## src/rtl/mash_freq_ctrl.sv

```systemverilog
// Frequency-word sequencer for the MASH 1-1-1 modulator: jumps or ramps the
// {integer, fractional} input word to a host target, then holds a settle interval.
module mash_freq_ctrl #(
  parameter int INT_W   = 4,
  parameter int FRAC_W  = 16,
  parameter int NSTEP_W = 8,
  parameter int SETTLE  = 3
) (
  input  logic               clk,
  input  logic               rst_n,
  input  logic               cfg_valid,
  output logic               cfg_ready,
  input  logic [INT_W-1:0]   cfg_int,
  input  logic [FRAC_W-1:0]  cfg_frac,
  input  logic               cfg_mode,
  input  logic [FRAC_W-1:0]  cfg_step,
  input  logic [NSTEP_W-1:0] cfg_nsteps,
  input  logic               abort,
  output logic [INT_W-1:0]   core_int,
  output logic [FRAC_W-1:0]  core_frac,
  output logic               busy,
  output logic               done,
  output logic               aborted
);

  localparam int WORD_W = INT_W + FRAC_W;
  localparam int SET_W  = $clog2(SETTLE + 1);
  localparam logic [SET_W-1:0] SETTLE_INIT = SET_W'(SETTLE);

  localparam logic [1:0] ST_IDLE   = 2'd0;
  localparam logic [1:0] ST_RAMP   = 2'd1;
  localparam logic [1:0] ST_SETTLE = 2'd2;

  logic [1:0]         state_q,   state_d;
  logic [WORD_W-1:0]  w_q,       w_d;
  logic [WORD_W-1:0]  tgt_q,     tgt_d;
  logic [WORD_W-1:0]  step_q,    step_d;
  logic [NSTEP_W-1:0] cnt_q,     cnt_d;
  logic [SET_W-1:0]   settle_q,  settle_d;
  logic               done_q,    done_d;
  logic               aborted_q, aborted_d;

  always_comb begin
    state_d   = state_q;
    w_d       = w_q;
    tgt_d     = tgt_q;
    step_d    = step_q;
    cnt_d     = cnt_q;
    settle_d  = settle_q;
    done_d    = 1'b0;
    aborted_d = 1'b0;

    case (state_q)
      ST_IDLE: begin
        // abort is deliberately not looked at here: an idle abort is a no-op
        if (cfg_valid) begin
          tgt_d  = {cfg_int, cfg_frac};
          step_d = {{INT_W{cfg_step[FRAC_W-1]}}, cfg_step};
          if (cfg_mode && (cfg_nsteps != '0)) begin
            cnt_d   = cfg_nsteps;
            state_d = ST_RAMP;
          end else begin
            w_d      = {cfg_int, cfg_frac};
            settle_d = SETTLE_INIT;
            state_d  = ST_SETTLE;
          end
        end
      end

      ST_RAMP: begin
        if (abort) begin
          state_d   = ST_IDLE;
          aborted_d = 1'b1;
        end else if (cnt_q > NSTEP_W'(1)) begin
          w_d   = w_q + step_q;
          cnt_d = cnt_q - NSTEP_W'(1);
        end else begin
          // Final step lands exactly on the target, hiding step rounding error
          w_d      = tgt_q;
          cnt_d    = '0;
          settle_d = SETTLE_INIT;
          state_d  = ST_SETTLE;
        end
      end

      ST_SETTLE: begin
        if (abort) begin
          state_d   = ST_IDLE;
          aborted_d = 1'b1;
        end else if (settle_q == SET_W'(1)) begin
          settle_d = '0;
          state_d  = ST_IDLE;
          done_d   = 1'b1;
        end else begin
          settle_d = settle_q - SET_W'(1);
        end
      end

      default: begin
        state_d = ST_IDLE;
      end
    endcase
  end

  always_ff @(posedge clk or negedge rst_n) begin
    if (!rst_n) begin
      state_q   <= ST_IDLE;
      w_q       <= '0;
      tgt_q     <= '0;
      step_q    <= '0;
      cnt_q     <= '0;
      settle_q  <= '0;
      done_q    <= 1'b0;
      aborted_q <= 1'b0;
    end else begin
      state_q   <= state_d;
      w_q       <= w_d;
      tgt_q     <= tgt_d;
      step_q    <= step_d;
      cnt_q     <= cnt_d;
      settle_q  <= settle_d;
      done_q    <= done_d;
      aborted_q <= aborted_d;
    end
  end

  assign cfg_ready = (state_q == ST_IDLE);
  assign busy      = (state_q != ST_IDLE);
  assign core_int  = w_q[WORD_W-1:FRAC_W];
  assign core_frac = w_q[FRAC_W-1:0];
  assign done      = done_q;
  assign aborted   = aborted_q;

endmodule

```

## config.mk

```make
export PLATFORM = sky130hd
export DESIGN_NAME = mash_freq_ctrl
export DESIGN_NICKNAME = d
export VERILOG_FILES = /design/src/rtl/mash_freq_ctrl.sv
export SDC_FILE = /design/constraint.sdc
export NUM_CORES = 1
export LEC_CHECK = 0
export BUFFER_PORTS_ARGS = -buffer_cell sky130_fd_sc_hd__buf_2
export CORE_AREA = 2 2 137 139
export CTS_BUF_LIST = sky130_fd_sc_hd__clkbuf_4
export CTS_CLUSTER_DIAMETER = 100
export DETAILED_ROUTE_END_ITERATION = 12
export DIE_AREA = 0 0 139 141
export SETUP_SLACK_MARGIN = 0.4
export SYNTH_ARGS = -nofsm -noshare
export SYNTH_HDL_FRONTEND = slang
export SYNTH_SLANG_ARGS = --single-unit
```

## constraint.sdc

```tcl
create_clock -name clk -period 7.1 [get_ports clk]
set_input_delay 0.355 -clock clk [delete_from_list [all_inputs] [get_ports clk]]
set_output_delay 0.355 -clock clk [all_outputs]
set_load 0.03 [all_outputs]
```

# Word level (Yosys, flattened, before mapping)
# Cells that the tools add are included.
# classes
n_mul	0
addsub	3
n_eq_ne	11
n_bitwise	0
n_lt_le_gt_ge	1
n_shift	0
n_mux	29
reduce_logical	12
n_div	0
# op_table
operator	count
$mux W20	4
$pmux W20 S2	1
$mux W8	4
$mux W2	12
$add A20 B20 Y20	1
$pmux W8 S2	1
$pmux W2 S3	2
$ne A2 B2 Y1 const B	5
$gt A8 B1 Y1 const B	1
$reduce_and A4 Y1	2
$reduce_bool A8 Y1	1
$sub A8 B1 Y8 const B	1
$ne A3 B3 Y1 const B	2
$reduce_and A6 Y1	1
$mux W1	5
$eq A2 B1 Y1 const B	2
$reduce_bool A2 Y1	2
$reduce_and A3 Y1	1
$reduce_bool A3 Y1	1
$eq A2 B2 Y1 const B	1
$logic_not A2 Y1	1
$ne A2 B1 Y1 const B	1
$reduce_and A2 Y1	1
$reduce_or A2 Y1	1
other kinds (2)	2
# word_totals
inputBits	49
reg_bits	70
memories	0
out_inout_bits	24
romBits	0
mem_bits_rw	0
latch_bits	0

# Longest topological paths before layout
# logic_depth
depth_word	5
mapped_depth	11
ltp_nobuf	10

# Worst setup path before layout
# Ideal clock, no wire load.
# synth_path
path_kind	register to register
startpoint	reg w_q[0]
endpoint	reg w_q[18]
path_buffers	0
path_stages_with_launch	11
arrival_time_ps	2373
slack_ps	4607
synth_period_minus_slack_ps	2493
t_required_ps	6980
cell_sequence	dfrtp_1 -> ha_1 -> inv_1 -> fa_1 -> nor2b_1 -> o21ai_0 -> a21oi_1 -> o21ai_0 -> o31ai_1 -> a41oi_1 -> o211a_1
# synth_between
elab_chain_cells	4
# synth_rtl
item	line	source
from (decl)	35	logic [WORD_W-1:0] w_q, w_d;
from (signal assigned)	117	w_q <= w_d;
$add A20 B20 Y20	75	w_d = w_q + step_q;
$mux W20	74	end else if (cnt_q > NSTEP_W'(1)) begin
$mux W20	71	if (abort) begin
$pmux W20 S2	53	case (state_q)
# No other way between the ends. The select of a mux whose other input is x is not followed.
# A chain may end at the register's enable or synchronous reset.

# Worst setup path in the final report
# layout_path
startpoint	reg state_q[1]
endpoint	reg w_q[17]
# layout_between
elab_chain_cells	3
# layout_rtl
item	line	source
from (decl)	34	logic [1:0] state_q, state_d;
from (signal assigned)	116	state_q <= state_d;
$eq A2 B1 Y1 or $logic_not A2 Y1 (tied branches)	53	
$ne A2 B2 Y1 (no line) or $reduce_bool A2 Y1 (tied branches)	--	
$reduce_and A4 Y1 (no line)	--	
# Parallel ways exist; a longest one is shown, timed or not.

==> impl_results.rst <==
.. list-table::
   :header-rows: 1

   * - Metric
     - Value
   * - Result of the run
     - finished, final reports clean
   * - Skew final
     - 18.22 ps
   * - Worst-path clk slew
     - 120 ps
   * - Ratio of cells with drive above 1 in the final layout
     - 0.2806
   * - Antenna violations before repair
     - 2
   * - Data required time at the worst endpoint
     - 7430 ps
   * - Post-route antenna net violation count
     - 0
   * - DRC marker count from the first detailed-route iteration
     - 234
   * - Clk Latency, worst-skew pair
     - 450 ps
   * - First-pass detailed-route iteration total
     - 5
   * - Critical path arrival
     - 3500 ps
   * - P_leak
     - 2.234 nW
   * - Ratio of final minimum period to clock period
     - 0.4467
   * - Average via count per standard cell
     - 4.803
   * - Initial Util
     - 0.2449
   * - Count of hold buffers inserted by post-cts repair
     - 0
   * - CTS tree
     - built
   * - Die Height
     - 141 um
   * - Setup TNS after final layout
     - 0 ps
   * - Transition time at the pin with the least slew margin
     - 919.4 ps
   * - DRC errors left
     - 0
   * - Total global routing track utilization
     - 0.1267
   * - Main synth FF type
     - sky130_fd_sc_hd__dfrtp_1
   * - Multi-input gate area in the final layout
     - 2546 um^2
   * - Syn-to-layout area delta
     - 15.24%
   * - Proportion of register bits with asynchronous set or reset after synthesis
     - 1.000
   * - Upper clock frequency limit
     - 315.3 MHz
   * - Yosys warnings
     - 0
   * - Root buffer cell
     - sky130_fd_sc_hd__clkbuf_4
   * - Distinct cell type count after synthesis
     - 68
   * - Number of cells produced by synthesis
     - 463
   * - Number of nets in the layout
     - 602
   * - RSZ-0062 raised after global routing
     - false
   * - Number of failing hold endpoints at the final stage
     - 0
   * - Via count
     - 3684
   * - Clock sinks
     - 70
   * - Area of all sequential standard cells
     - 1752 um^2
   * - Largest net degree at the start of global routing
     - 71
   * - Cell area after synthesis
     - 4473 um^2
   * - Fraction of the yosys area taken by sequential cells
     - 0.3916
   * - Final setup violation count
     - 0
   * - Half-perimeter wire length after detailed placement
     - 8870 um
   * - Routed wirelength normalized by instance count
     - 15.53 um
   * - Setup slack, reg-to-reg
     - 3930 ps
   * - Resize count post-CTS
     - 0
   * - Register bit total from synthesis
     - 70
   * - Most common cell in the netlist
     - sky130_fd_sc_hd__dfrtp_1
   * - IR Drop Worst-Case VDD
     - 0.0001378 V
   * - Worst hold-check path type
     - in2async
   * - Cts bufs inserted
     - 9
   * - Final estimated routing congestion in global placement
     - 0.8125
   * - Nature of the critical path startpoint
     - flop
   * - Maxcap violations
     - 0
   * - Length in cells of the worst reg-to-reg path
     - 10
   * - Synthesized net count
     - 539
   * - Fillers
     - 1988
   * - Shortest clock period the worst path allows after layout
     - 3172 ps
   * - H-Tree Level Count
     - 3
   * - Number of enable flip-flop cells after synthesis
     - 0
   * - Biggest area consumer among synthesized cells
     - sky130_fd_sc_hd__dfrtp_1
   * - Wire length reported by the detailed router
     - 11910 um
   * - Vias in the first global route
     - 3568
   * - Core region area
     - 18270 um^2
   * - RR Endpoint
     - w_q[17]
   * - Max FO, Critical Path
     - 35
   * - Crit. End Element
     - flop
   * - Global-route wire length before repair
     - 19530 um
   * - Die ar.
     - 19600 um^2
   * - Post-layout total power
     - 2.827 mW
   * - Setup CP Type
     - reg2reg
   * - Post-Syn Area per Cell
     - 9.661 um^2
   * - Top cells by count, synth
     - 70 x sky130_fd_sc_hd__dfrtp_1, 42 x sky130_fd_sc_hd__nand2_1, 41 x sky130_fd_sc_hd__o21ai_0, 35 x sky130_fd_sc_hd__mux2_2, 28 x sky130_fd_sc_hd__nor2_1
   * - Cell Rows
     - 50
   * - Count of port buffers added during placement
     - 72
   * - Grt ovf
     - 0
   * - Overall die width
     - 139 um
   * - Buffers inserted by post-CTS timing repair
     - 0
   * - Ports placed on the boundary
     - 73
   * - Synth area leaders
     - sky130_fd_sc_hd__dfrtp_1 39%, sky130_fd_sc_hd__mux2_2 8.8%, sky130_fd_sc_hd__ha_1 7.3%, sky130_fd_sc_hd__o21ai_0 4.6%, sky130_fd_sc_hd__nand2_1 3.5%
   * - Number of slew-limit violations in the final report
     - 0
   * - Cell Pwr Density
     - 548.4 nW/um^2
   * - Worst slew margin
     - 0.3871
   * - Synth top area share
     - 0.3916
   * - Reg-to-Reg Start
     - state_q[1]
   * - Clock buffer depth
     - 2
==> state kept, by name, summed over array words and instances (netlist names) <==
register,count
w_q,20
tgt_q,20
done,1
state_q,2
cnt_q,8
step_q,16
aborted,1
settle_q,2
==> layout by cell type (no fill, tap or decap), drive strengths merged, types with 3 or more instances in the layout <==
cell type  instances
a31o               6
a31oi             14
or3                5
inv               12
and2               6
buf               75
o211ai             5
o31ai              3
xnor2             11
o21bai             4
nand3             12
clkbuf            10
nand2             44
and3               4
o21ai             46
nor2b              4
a21o              11
clkinv             5
nor3              14
a21oi             29
nor2              30
or4                4
nand2b             4
ha                26
nor3b              3
a211oi             4
mux2              36
dfrtp             70
==> layer usage <==
| layer | vias up | GRT usage | share of wire |
|---|---|---|---|
| met5 | - | 0 | 0 |
| met4 | 0 | 0.04306 | 0.013 |
| met3 | 9 | 0.03668 | 0.052 |
| met2 | 73 | 0.2085 | 0.48 |
| met1 | 1761 | 0.1601 | 0.45 |
| li1 | 1841 | - | - |
==> worst max-delay path by stage <==
stage / from / to / cells after the start
final: state_q[1] / w_q[17] / 10
after global routing: state_q[1] / w_q[17] / 10
after CTS: state_q[1] / w_q[17] / 10
after detailed placement: state_q[1] / w_q[17] / 10
after global placement: state_q[1] / w_q[17] / 10
after floorplan: w_q[0] / w_q[18] / 10
==> where the power goes <==
part | internal [mW] | leakage, nW | switching, mW
Clock | 0.107 | 0.0666 | 0.149
Sequential | 0.600 | 0.833 | 0.152
Combinational | 0.742 | 1.34 | 1.08
==> metrics by stage <==
stage | util | hold slack [ps] | std cells | worst slack (ps) | instance area (um^2)
6_report | 0.2822 | 119.7 | 767 | 3928 | 5155
5_1_grt | 0.2821 | 81.74 | 766 | 3566 | 5152
4_1_cts | 0.2819 | 84.28 | 765 | 3926 | 5150
3_5_place_dp | 0.2749 | 487.0 | 749 | 3948 | 5022
3_3_place_gp | 0.2749 | 482.9 | 749 | 4074 | 5022
2_1_floorplan | - | 59.41 | 463 | 4607 | 4473
==> kinds of logic after synthesis <==
family,after synthesis,share of synthesized area
AOI/OAI and AO/OA,140,0.2039
buffers and inverters,36,0.03916
muxes,36,0.09147
DFF,70,0.3916
and+or+nand+nor,141,0.1712
adders and majority gates,27,0.07720
xor gates and xnor gates,13,0.02545
==> cell type report <==
type,count,share of cell area
Multi-Input combinational cell,357,0.4939
Sequential cell,70,0.3398
Timing Repair Buffer,75,0.07427
Tap cell,234,0.05680
Clock buffer,10,0.01456
Clock inverter,6,0.01019
Inverter,13,0.009466
Antenna cell,2,0.0009709
==> worst max-delay path, cell delays in order (launching register included) <==
cell and delay (ps):
sky130_fd_sc_hd__dfrtp_1 410, sky130_fd_sc_hd__inv_1 100, sky130_fd_sc_hd__ha_1 150, sky130_fd_sc_hd__buf_4 350, sky130_fd_sc_hd__nand2b_1 130, sky130_fd_sc_hd__a21oi_1 310
sky130_fd_sc_hd__nand2_2 400, sky130_fd_sc_hd__nor2_2 510, sky130_fd_sc_hd__o21ai_0 230, sky130_fd_sc_hd__o41ai_1 370, sky130_fd_sc_hd__a211oi_1 80
No activity file was read; power rests on OpenSTA's default activity.
